File: config.mk
export PLATFORM = sky130hd
export DESIGN_NAME = regfile_read_arbiter
export DESIGN_NICKNAME = d
export VERILOG_FILES = /design/src/rtl/regfile_read_arbiter.sv
export SDC_FILE = /design/constraint.sdc
export NUM_CORES = 1
export LEC_CHECK = 0
export CAP_MARGIN = 20
export CORE_ASPECT_RATIO = 0.7
export CORE_MARGIN = 8
export CORE_UTILIZATION = 41
export CTS_CLUSTER_DIAMETER = 30
export CTS_CLUSTER_SIZE = 30
export DETAILED_ROUTE_END_ITERATION = 10
export HOLD_SLACK_MARGIN = 0.12
export PLACE_DENSITY_LB_ADDON = 0.12
export SYNTH_ARGS = -nofsm -noshare
export SYNTH_HDL_FRONTEND = slang
export SYNTH_SLANG_ARGS = --single-unit
File: constraint.sdc
create_clock -name clk -period 3.1 [get_ports clk]
set_clock_uncertainty 0.1 [all_clocks]
set_input_delay 0.31 -clock clk [delete_from_list [all_inputs] [get_ports clk]]
set_output_delay 0.31 -clock clk [all_outputs]
set_load 0.02 [all_outputs]
File: src/rtl/regfile_read_arbiter.sv
// Round-robin arbiter that shares the two combinational read ports of the
// register file between NREQ requesters. It latches the winner's addresses,
// captures both read ports one cycle later and returns the data with a
// one-cycle one-hot ack. Each transaction takes IDLE -> READ -> ACK.
//
// Handshake: a requester raises req[i] (level) with its addresses and holds it
// until it sees ack[i]. req is sampled only in IDLE. Addresses are latched at
// the grant edge and later address changes are ignored. The ack pulse is
// issued even if req[i] was dropped after the grant. Data and rd_id hold until
// the next capture.
module regfile_read_arbiter #(
  parameter int NREQ = 3,
  parameter int AW   = 5,
  parameter int DW   = 32
) (
  input  logic              clk,
  input  logic              reset,
  input  logic [NREQ-1:0]   req,
  input  logic [NREQ*AW-1:0] req_a1,
  input  logic [NREQ*AW-1:0] req_a2,
  output logic [NREQ-1:0]   ack,
  output logic [DW-1:0]     rd1_out,
  output logic [DW-1:0]     rd2_out,
  output logic [2:0]        rd_id,
  output logic              busy,
  output logic [AW-1:0]     rf_a1,
  output logic [AW-1:0]     rf_a2,
  input  logic [DW-1:0]     rf_rd1,
  input  logic [DW-1:0]     rf_rd2,
  output logic [1:0]        state_dbg
);

  typedef enum logic [1:0] {
    IDLE = 2'd0,
    READ = 2'd1,
    ACK  = 2'd2
  } state_t;

  state_t          state;
  state_t          state_nx;
  logic [2:0]      last_grant;
  logic [2:0]      grant;
  logic            grant_vld;
  logic [2:0]      hi_idx;
  logic            hi_vld;
  logic [2:0]      lo_idx;
  logic [AW-1:0]   sel_a1;
  logic [AW-1:0]   sel_a2;
  logic [NREQ-1:0] id_onehot;
  logic            load_grant;
  logic            load_data;

  // Round-robin pick: lowest requester above last_grant, else wrap to the
  // lowest requester overall (the first one after wrapping).
  always_comb begin
    hi_idx    = '0;
    hi_vld    = 1'b0;
    lo_idx    = '0;
    grant_vld = 1'b0;
    for (int i = NREQ - 1; i >= 0; i--) begin
      if (req[i] && (3'(i) > last_grant)) begin
        hi_vld = 1'b1;
        hi_idx = 3'(i);
      end
      if (req[i]) begin
        grant_vld = 1'b1;
        lo_idx    = 3'(i);
      end
    end
    grant = hi_vld ? hi_idx : lo_idx;
  end

  // Select the winner's address pair and decode rd_id into the ack pattern.
  always_comb begin
    sel_a1    = '0;
    sel_a2    = '0;
    id_onehot = '0;
    for (int i = 0; i < NREQ; i++) begin
      if (grant == 3'(i)) begin
        sel_a1 = req_a1[i*AW +: AW];
        sel_a2 = req_a2[i*AW +: AW];
      end
      id_onehot[i] = (rd_id == 3'(i));
    end
  end

  // Next-state and datapath load strobes; arbitration only happens in IDLE.
  always_comb begin
    state_nx   = state;
    load_grant = 1'b0;
    load_data  = 1'b0;
    case (state)
      IDLE: begin
        if (grant_vld) begin
          state_nx   = READ;
          load_grant = 1'b1;
        end
      end
      READ: begin
        state_nx  = ACK;
        load_data = 1'b1;
      end
      ACK:     state_nx = IDLE;
      default: state_nx = IDLE;
    endcase
  end

  // State register.
  always_ff @(posedge clk) begin
    if (reset) state <= IDLE;
    else       state <= state_nx;
  end

  // Address latch at grant, data capture plus ack pulse out of READ.
  always_ff @(posedge clk) begin
    if (reset) begin
      ack        <= '0;
      rd1_out    <= '0;
      rd2_out    <= '0;
      rd_id      <= '0;
      rf_a1      <= '0;
      rf_a2      <= '0;
      last_grant <= 3'(NREQ - 1);
    end else begin
      ack <= '0;
      if (load_grant) begin
        rf_a1      <= sel_a1;
        rf_a2      <= sel_a2;
        rd_id      <= grant;
        last_grant <= grant;
      end
      if (load_data) begin
        rd1_out <= rf_rd1;
        rd2_out <= rf_rd2;
        ack     <= id_onehot;
      end
    end
  end

  assign busy      = (state != IDLE);
  assign state_dbg = state;

endmodule

==> results.md, run 1 <==
- Status: finished clean
- Die footprint: 10700 µm²
- Rows: 26
- Top Metal Used: met4
- Wire per inst: 16.2 µm
- Setup violations, final: 0
- Hold bufs inserted after CTS: 0
- Crit share post-route: 66.1%
- CTS HTree Levels: 3
- Starting Density: 42.5%
- Worst reg-to-reg setup slack: 1.25 ns
- Most frequent cells in the layout: 179 x clkdlybuf4s50_1, 132 x nand2_1, 82 x dfxtp_1
- DRC: 0
- Synth Warn #: 0
- Total power divided by cell area: 513 nW/µm²
- Clock Tree Buf Depth: 2
- Sequential area share after synthesis: 52.8%
- Psw: 0.774 mW
- Setup Buffers After CTS: 0
- CP Class: register to output port
- Syn_nets: 483
- # fillers: 633
- GP Congestion: 0.840
- Clock Latency Late Sink: 0.33 ns
- Multi-input logic area: 1310 µm²
- Routed vias/inst: 4.97
- Post-CTS resize count: 0
- Cell count after synthesis: 384
- Slew Viols, Final: 0
- Hpwl dp: 7890 µm
- Mapped cell area: 3110 µm²
- CP Capture Type: output port
- Post-route ant nets: 0
- Final cell count without fillers: 650
- Final worst setup slack: 1.05 ns
- DP Cell Count: 634
- Post-synth ARST share: 0%
- Sw Ratio: 29.4%
- Synthesis-to-layout area growth: 65.1%
- Slew @ Worst Pin: 0.699 ns
- CTS sink count: 82
- Pre-CTS setup slack: 0.877 ns
- First-pass GRT wire length: 16800 µm
- Share of layout cells above drive strength 1: 6.34%
- Cell Area, Placed: 4920 µm²
- Comb pwr share: 24.5%
- GR Overflow Total: 0
- Crit path max fanout: 5
- VDD IR max: 0.359 mV
- DRT Pass-1 Iters: 4
- Final Critical Period: 2.05 ns
- Setup TNS after final layout: 0 ns
- Die Width: 120 µm
- Synthesized flop and latch total: 82
- Static Leakage: 1.86 nW
- I/O pin count: 182
- Final nets: 646
- Power Internal: 1.86 mW
- RSZ-0062 raised after global routing: false
- Final hold vios: 0
- Number of flops mapped to enable cells by yosys: 0
- Metal2 WL: 4950 µm
- Clk slew on worst S/H paths: 0.09 ns
- Area of the core: 7320 µm²
- All-Layer GR Usage: 19.8%
- Max transition margin: 53.4%
- Max cap viols: 0
- CP Launch Type: register
- Root buf cell: clkbuf_8
- Most common library cell in the layout ignoring fill and taps: clkdlybuf4s50_1
- Total number of vias: 3232
- Total chip power: 2.63 mW
- Sequential share of power: 44.8%
- Fmax: 0.488 GHz
- Largest net degree at the start of global routing: 55
- Final design area excluding fillers: 5130 µm²
- I/O Buffers: 180
- Met3 WL post-DR: 1370 µm
- Wl on met1: 4190 µm
- Library cells used by synthesis: 33
- TritonCTS clock tree: built
- Total CTS buffers: 9
- DIE HEIGHT: 88.8 µm
- Mean Syn Cell Area: 8.09 µm²
- Post-synth top flop: dfxtp_1
- Final wirelength: 10500 µm
- Initial antenna violation count: 0
- Sequential cell area: 1640 µm²
- Drt initial violations: 225
- Hold Path Class: input port to register
- Req. time, crit path: 2.69 ns
- Vias in the first global route: 3228
- Power share of the clock group: 30.7%
- Antenna cells: 0
- Worst EP arrival: 1.64 ns
-- state kept, by name (all words and copies together) (netlist names) --
| name | cells |
|---|---|
| rf_a2 | 5 |
| rf_a1 | 5 |
| state_dbg | 2 |
| rd_id | 2 |
| rd1_out | 32 |
| rd2_out | 32 |
| ack | 3 |
| last_grant | 1 |
-- final cells by class --
type | count | share of cell area [%]
inverters | 3 | 0.220
clock buffers | 10 | 2.68
clock inverters | 6 | 1.44
multi-input cells | 266 | 25.5
well taps | 98 | 2.39
flip-flops and latches | 82 | 32.0
repair buffers | 185 | 35.8
-- critical path, stage by stage, from the launching register on --
cell and delay [ns]:
dfxtp_1 0.39, or2_0 0.26, clkdlybuf4s50_1 0.66
-- cell families (layout without fill, tap and decap cells) --
logic type | after synthesis | in the layout | synth area share (%)
AO/OA/AOI/OAI | 95 | 95 | 18.8
buffers and inverters | 36 | 204 | 5.19
flip-flops | 82 | 82 | 52.8
other | 1 | 1 | 0.121
AND/OR/NAND/NOR | 170 | 170 | 23.0
-- stage by stage --
| stage | utilization, % | hold slack, ns |
|---|---|---|
| after floorplan | - | 0.346 |
| after global placement | 67.2 | 0.341 |
| after detailed placement | 67.2 | 0.346 |
| after CTS | 70.1 | 0.336 |
| after global routing | 70.1 | 0.357 |
| final | 70.1 | 0.350 |
-- routing by layer --
| metal | global-route usage (%) | vias to the layer above |
|---|---|---|
| met2 | 32.9 | 137 |
| met4 | 4.74 | 0 |
| met1 | 22.1 | 1494 |
| met3 | 10.4 | 4 |
| met5 | 0 | - |
| li1 | - | 1597 |
-- Yosys cell counts (all sizes together) (2+ instances only) --
library cell / instances / area [µm²]
o22ai: 10 / 62.6
o31ai: 8 / 95.1
nand2: 132 / 495
inv: 3 / 11.3
nand2b: 5 / 31.3
a21oi: 68 / 340
dfxtp: 82 / 1640
or2: 2 / 12.5
buf: 17 / 90.1
nor4b: 2 / 17.5
nor2: 14 / 52.6
a2bb2oi: 2 / 30.0
nand3b: 9 / 67.6
clkbuf: 16 / 60.1
-- worst paths after layout --
check | from | end | cells after the start
max reg2reg | state_dbg[0]$_SDFFE_PP0P_ | rd1_out[26]$_SDFFE_PP0N_ | 4
max | state_dbg[0]$_SDFFE_PP0P_ | busy | 2
min | reset | rd1_out[30]$_SDFFE_PP0N_ | 2
min reg2reg | rd2_out[2]$_SDFFE_PP0N_ | rd2_out[2]$_SDFFE_PP0N_ | 2
-- power groups by stage --
stage	Sequential [mW]	Clock, mW	Combinational [mW]
2_1_floorplan	1.29	0	0.222
3_3_place_gp	1.20	0	0.636
3_5_place_dp	1.21	0	0.647
4_1_cts	1.18	0.830	0.651
5_1_grt	1.19	0.891	0.696
6_report	1.18	0.808	0.645
No activity file was read; power rests on OpenSTA's default activity.
==> inputs of run 2 (changes only) <==
- CORE_UTILIZATION: 41 -> 34
- clock period: 3.1 -> 1.78 ns (I/O delays scaled with it)
==> run 2 against run 1 <==
  * Sequential cell count unchanged
  * Largest power group unchanged
  * Power increased by 89%
  * Combinational power increased by 80%
  * Largest cell class unchanged
  * Sequential power increased by 75%
  * Critical path depth decreased by 1
  * Clock power increased by 120%
  * Highest routed layer unchanged
==> results.md, run 2 (synthesis gave the netlist of run 1 again) <==
- Max cap viols: 0
- Power share of the clock group: 35.2%
- All-Layer GR Usage: 16.8%
- Wire per inst: 15.7 µm
- VDD IR max: 0.658 mV
- Power Internal: 3.63 mW
- Req. time, crit path: 1.50 ns
- Total power divided by cell area: 933 nW/µm²
- Hold bufs inserted after CTS: 0
- Fmax: 0.592 GHz
- I/O Buffers: 180
- Final wirelength: 10800 µm
- GP Congestion: 0.765
- Most frequent cells in the layout: 177 x clkdlybuf4s50_1, 132 x nand2_1, 82 x dfxtp_1
- Hold WS: 0.279 ns
- CTS sink count: 82
- GR Overflow Total: 0
- Largest net degree at the start of global routing: 82
- Clk slew on worst S/H paths: 0.05 ns
- Slew Viols, Final: 0
- Crit path max fanout: 5
- Area of the core: 8960 µm²
- Initial antenna violation count: 0
- Sequential share of power: 41.4%
- CP max stage delay: 0.65 ns
- Drt initial violations: 133
- Antenna cells: 0
- Crit path cell chain: clkdlybuf4s50_1
- Psw: 1.34 mW
- Starting Density: 34.7%
- R2R depth: 4
- Share of layout cells above drive strength 1: 7.33%
- Setup Buffers After CTS: 0
- Hold Path Class: input port to register
- Synthesis-to-layout area growth: 71.4%
- Vias in the first global route: 3286
- CP Capture Type: output port
- DRC: 0
- Rows: 29
- DRT Pass-1 Iters: 5
- CP top delay family: buffers and inverters
- Min-Delay Path Depth: 3
- Setup violations, final: 0
- Buf+Inv Stages, Crit Path: 1
- CP Launch Type: register
- Total CTS buffers: 9
- Hold path start: reset
- Die Width: 130 µm
- FF-to-FF End: rf_a1[2]$_SDFFE_PP0P_
- Die footprint: 12500 µm²
- Hpwl dp: 7830 µm
- Hold EP: rd2_out[3]$_SDFFE_PP0N_
- CP max stage cell: clkdlybuf4s50_1
- Routed vias/inst: 4.80
- Clock Latency Late Sink: 0.33 ns
- Worst EP arrival: 1.41 ns
- Crit share post-route: 94.9%
- Sw Ratio: 27.0%
- Comb pwr share: 23.4%
- Status: finished clean
- Clock Tree Buf Depth: 2
- RSZ-0062 raised after global routing: false
- Post-route ant nets: 0
- Root buf cell: clkbuf_16
- Total number of vias: 3278
- DIE HEIGHT: 96.0 µm
- CTS HTree Levels: 3
- Biggest regs: rd1_out x32, rd2_out x32
- Static Leakage: 1.96 nW
- Worst reg-to-reg setup slack: 0.15 ns
- CP Class: register to output port
- Total chip power: 4.97 mW
- Most common library cell in the layout ignoring fill and taps: clkdlybuf4s50_1
- Final Critical Period: 1.69 ns
- Final nets: 655
- I/O pin count: 182
- RR Startpoint: state_dbg[1]$_SDFFE_PP0P_
- First-pass GRT wire length: 16400 µm
- TritonCTS clock tree: built
- Final hold vios: 0
-- run 2: routing by layer --
layer / vias up / share of wire, % / global-route usage (%)
li1: 1612 / - / -
met4: 0 / 1.6 / 5.77
met3: 14 / 12 / 8.85
met1: 1530 / 40 / 18.7
met2: 122 / 46 / 27.2
met5: - / 0 / 0
-- run 2: power groups by stage --
stage | Sequential [mW] | Clock, mW | Combinational (mW)
5_1_grt | 2.08 | 1.88 | 1.25
4_1_cts | 2.06 | 1.81 | 1.18
2_1_floorplan | 2.25 | 0 | 0.386
3_5_place_dp | 2.10 | 0 | 1.17
6_report | 2.06 | 1.75 | 1.16
3_3_place_gp | 2.09 | 0 | 1.16
-- run 2: cell type report --
| type | instances | area [µm²] |
|---|---|---|
| fill | 799 | 3630 |
| timing repair buffer | 194 | 1940 |
| sequential | 82 | 1640 |
| multi-input combinational | 266 | 1310 |
| clock buffer | 10 | 229 |
| tap | 124 | 155 |
| clock inverter | 4 | 45.0 |
| inverter | 3 | 11.3 |
-- run 2: worst max-delay path by stage --
stage	startpoint	end	slack, ns	cells past startpoint
finish	rd_id[1]$_SDFFE_PP0P_	rd_id[1]	0.09	1
global route	rd_id[1]$_SDFFE_PP0P_	rd_id[1]	0.04	1
CTS	rd_id[1]$_SDFFE_PP0P_	rd_id[1]	0.07	1
detailed placement	req[0]	rf_a2[3]$_SDFFE_PP0P_	-0.07	6
global placement	req[1]	rf_a2[1]$_SDFFE_PP0P_	-0.03	6
floorplan	state_dbg[1]$_SDFFE_PP0P_	rf_a1[0]$_SDFFE_PP0P_	0.12	5
-- run 2: through the flow --
stage	std cells	TNS (ns)	cell area [µm²]	util [%]	setup WS [ns]
6_report	683	0	5330	59.4	0.0916
5_1_grt	683	0	5330	59.4	0.0446
4_1_cts	683	0	5330	59.4	0.0749
3_5_place_dp	669	-0.315	5060	56.4	-0.0679
3_3_place_gp	669	-0.0266	5060	56.4	-0.0266
2_1_floorplan	384	0	3110	-	0.125
-- run 2: timing repair --
item,4_1_cts,5_1_grt
resized for setup,2,0
setup endpoints to repair,2,0
endpoints found under the hold margin,0,0
-- run 2: worst reg2reg max path, cell delays in order, from the launching register on --
cell and delay (ns):
dfxtp_1 0.32, or2_0 0.30, or3_1 0.37, buf_4 0.19, o31ai_2 0.26
==> variant 1, RTL diff (settings of run 1) <==
Set the parameter `DW` to 64 (it was 32).
--- a/src/rtl/regfile_read_arbiter.sv
+++ b/src/rtl/regfile_read_arbiter.sv
@@ -12,5 +12,5 @@
   parameter int NREQ = 3,
   parameter int AW   = 5,
-  parameter int DW   = 32
+  parameter int DW   = 64
 ) (
   input  logic              clk,
Interface: changed (resized rd1_out, rd2_out, rf_rd1 and rf_rd2); port bits go from 182 to 310. No check against the original RTL was run, so the function may have changed too.
==> variant 1 against run 1 <==
- routed wire length is 78% higher
- synthesized area up 67%
- die area grew 55%
- sequential share of layout area rose by 0.75 points
- fmax fell by 4.7%
- total power is 100% higher
- via count is 67% higher
- count of clock-buffer cells in the layout rose by 9
- register-to-register slack worse by 0.08 ns
- worst setup slack got worse by 0.10 ns
- sequential cell count rose by 64
- design area grew 74%
- critical path depth is the same
- largest cell class unchanged
- largest power group is now clock
==> variant 1: results (changes against run 1) <==
# H-tree levels - 4 (+1)
Netlist cell types - 29 (-12%)
Status - finished clean
Seq area share - 0.328 (+0.00754)
Seq pwr - 2.09 mW (+77%)
Met2 wire len - 9.38 mm (+90%)
Leak Pwr - 3.23 nW (+74%)
1st-iter DRT viols - 237 (+5.3%)
First-pass GRT wire length - 28.1 mm (+67%)
Most frequent cells after synthesis - nand2_1 (259), dfxtp_1 (146), a21oi_1 (131), clkbuf_1 (25), buf_2 (17)
Synth top area cells - dfxtp_1 (56%), nand2_1 (19%), a21oi_1 (13%), clkbuf_1 (1.8%), buf_2 (1.6%)
Count of multi-input gates - 446 (+68%)
Vias in the first global route - 5485 (+70%)
Pint - 3.88 mW (+110%)
CTS root buffer - clkbuf_16
Cell count after placement - 1068 (+68%)
Met2 Usage GRT - 0.377 (+0.0489)
Inverters - 2 (-1)
Reg clk slew, reported paths - 0.06 ns (-0.03 ns)
Share of total power in sequential cells - 0.397 (-0.051)
Filler instances - 934 (+48%)
Multi-input combinational area share - 0.228 (-0.0269)
Fraction of cell area in non-clock buffers - 0.351 (-0.00619)
Clk cell area share - 0.0693 (+0.0280)
Largest net degree at the start of global routing - 104 (+89%)
Logic pwr share - 0.198 (-0.047)
Number of flip-flops and latches - 146 (+78%)
CTS buffer count - 17 (+8)
Clk_lat worst skew - 0.40 ns (+0.07 ns)
Met3 GRT Util - 0.0901 (-0.0138)
Proportion of layout cells with a drive suffix above 1 - 0.0480 (-0.0154)
Cells after Synth - 643 (+67%)
Met3 Wirelength - 1.93 mm (+41%)
Input/output buffers - 308 (+71%)
DR vias/cell - 4.90 (-1.5%)
HPWL after DPL - 13.9 mm (+76%)
variant 1: worst paths after layout:
kind | startpoint | end | slack, ns
hold / removal | rf_rd1[25] | rd1_out[25] | 0.35
setup / recovery | state_dbg[0] | busy | 0.95
setup reg to reg | state_dbg[0] | rd2_out[45] | 1.17
hold reg to reg | rd2_out[44] | rd2_out[44] | 0.35
variant 1: per-stage QoR:
stage / worst slack (ns) / utilization / hold WS [ns] / cell area [um^2]
after floorplan: 1.69 / - / 0.303 / 5190
after global placement: 1.05 / 0.671 / 0.341 / 8310
after detailed placement: 0.971 / 0.671 / 0.346 / 8310
after CTS: 0.917 / 0.721 / 0.334 / 8920
after global routing: 0.877 / 0.721 / 0.336 / 8920
final: 0.950 / 0.721 / 0.350 / 8920
variant 1: tightest hold or removal path: stages:
cell	delay, ns
clkdlybuf4s50_1	0.40
nand2_1	0.05
a21oi_1	0.05
==> variant 2, RTL diff (config.mk and constraints of run 1) <==
Without the edit above. Make the reset (`reset`) asynchronous in 2 clocked blocks.
--- a/src/rtl/regfile_read_arbiter.sv
+++ b/src/rtl/regfile_read_arbiter.sv
@@ -107,5 +107,5 @@
 
   // State register.
-  always_ff @(posedge clk) begin
+  always_ff @(posedge clk or posedge reset) begin
     if (reset) state <= IDLE;
     else       state <= state_nx;
@@ -113,5 +113,5 @@
 
   // Address latch at grant, data capture plus ack pulse out of READ.
-  always_ff @(posedge clk) begin
+  always_ff @(posedge clk or posedge reset) begin
     if (reset) begin
       ack        <= '0;
Behaviour: differs if reset is asserted again (counterexample within 4 cycles, from zero or initial values and one cycle with reset high); with reset held inactive, the same outputs for 10 cycles.
==> variant 2 against run 1 <==
- global-route usage down 2.6 points
- cell count decreased by 21%
- design area is 7.3% higher
- first-iteration DRC count decreased by 40%
- routed wire length fell by 11%
- sequential share of layout area is 5.3 points higher
- synthesized area grew 5.0%
- count of clock-buffer cells in the layout shrank 1
- synthesized cell count decreased by 41%
- sequential cell count unchanged
- worst hold slack got worse by 0.017 ns
- worst setup slack gained 0.035 ns
- critical path type unchanged
Power is not compared: it rests on default switching activity, and its combinational part moved more than twofold at a synthesized area within 25%.
==> variant 2: results (changes against run 1) <==
Cell count after placement - 499 (-21%)
Multi-input logic area - 1110 um^2 (-15%)
Proportion of layout cells with a drive suffix above 1 - 0.163 (+0.0992)
Met2 wire len - 4.53 mm (-8.5%)
1st-iter DRT viols - 136 (-40%)
Met2 Usage GRT - 0.277 (-0.0513)
Main synth FF type - dfrtp_1
Async S/R FF share, synth - 1.00 (+1.00)
Post-Route Utilization - 0.705 (+0.00445)
Final net count - 508 (-21%)
Cells after Synth - 227 (-41%)
Max stage delay on crit path - 0.54 ns (-0.12 ns)
Status - finished clean
Total GRT Usage - 0.172 (-0.0260)
Share of the yosys chip area belonging to registers - 0.629 (+0.101)
GR Util met1 - 0.198 (-0.0234)
Largest net degree at the start of global routing - 55 (unchanged)
Area of placed instances - 5170 um^2 (+5.2%)
Met3 GRT Util - 0.0781 (-0.0258)
CTS root buffer - clkbuf_16
HPWL after DPL - 7.38 mm (-6.4%)
Wire per inst - 18.3 um (+13%)
Die Area - 11100 um^2 (+4.2%)
Setup crit end - busy
Total wire length - 9.37 mm (-11%)
Crit-path max FO - 4 (-1)
Fraction of cell area in non-clock buffers - 0.337 (-0.0202)
Clk cell area share - 0.0600 (+0.0188)
Vias - 2486 (-23%)
RD Place Congestion - 0.814 (-3.1%)
Met3 Wirelength - 959 um (-30%)
Wire length on met1 - 3.70 mm (-12%)
Mapped Nets - 326 (-33%)
Input/output buffers - 180 (unchanged)
Final hold slack - 0.333 ns (-0.0171 ns)
Synth top area cells - dfrtp_1 (62%), mux2_2 (14%), mux2_1 (8.3%), o22ai_1 (1.9%), o21ai_1 (1.8%)
Logic pwr share - 0.501
Vias in the first global route - 2784 (-14%)
R2R cell count - 3 (-1)
Most frequent cells after synthesis - dfrtp_1 (81), mux2_2 (40), mux2_1 (24), o21ai_1 (12), nand2_1 (11)
First-pass GRT wire length - 14.8 mm (-12%)
WP data arrival - 1.60 ns (-0.04 ns)
Leak Pwr - 2.26 nW
Top layer in use - met4
Count of multi-input gates - 126 (-53%)
Filler instances - 585 (-7.6%)
Seq area share - 0.373 (+0.0530)
Worst r2r src - state_dbg[1]
Bufs w/o clock - 184 (-0.54%)
Netlist cell types - 28 (-15%)
Inverters - 6 (+3)
Reg2reg setup slack - 1.32 ns (+0.07 ns)
R2r endpoint - rd2_out[9]
Worst hold-check path type - in -> async
Reg clk slew, reported paths - 0.06 ns (-0.03 ns)
[variant 2: changes by cell type after synthesis, sizes merged, moves of 7 or more]
cell,before,now
nand2,132,11
dfxtp,82,0
dfrtp,0,81
a21oi,68,1
mux2,0,64
o21ai,0,22
clkbuf,16,0
nor2,14,2
nand3b,9,0
o31ai,8,1
[variant 2: kinds of logic (layout without fill, tap and decap cells)]
kind of cell	Yosys count	after routing	share of synthesized area
AOI/OAI and AO/OA	39	39	0.0802
buffers and inverters	19	204	0.0315
DFF	82	82	0.629
muxes	65	65	0.224
other	1	1	0.00115
and+or+nand+nor	21	21	0.0338
[variant 2: worst reg2reg max path: stages, from the launching register on]
cell and delay [ns]:
dfrtp_1 0.42, nor2b_4 0.40, buf_12 0.32, mux2_2 0.42
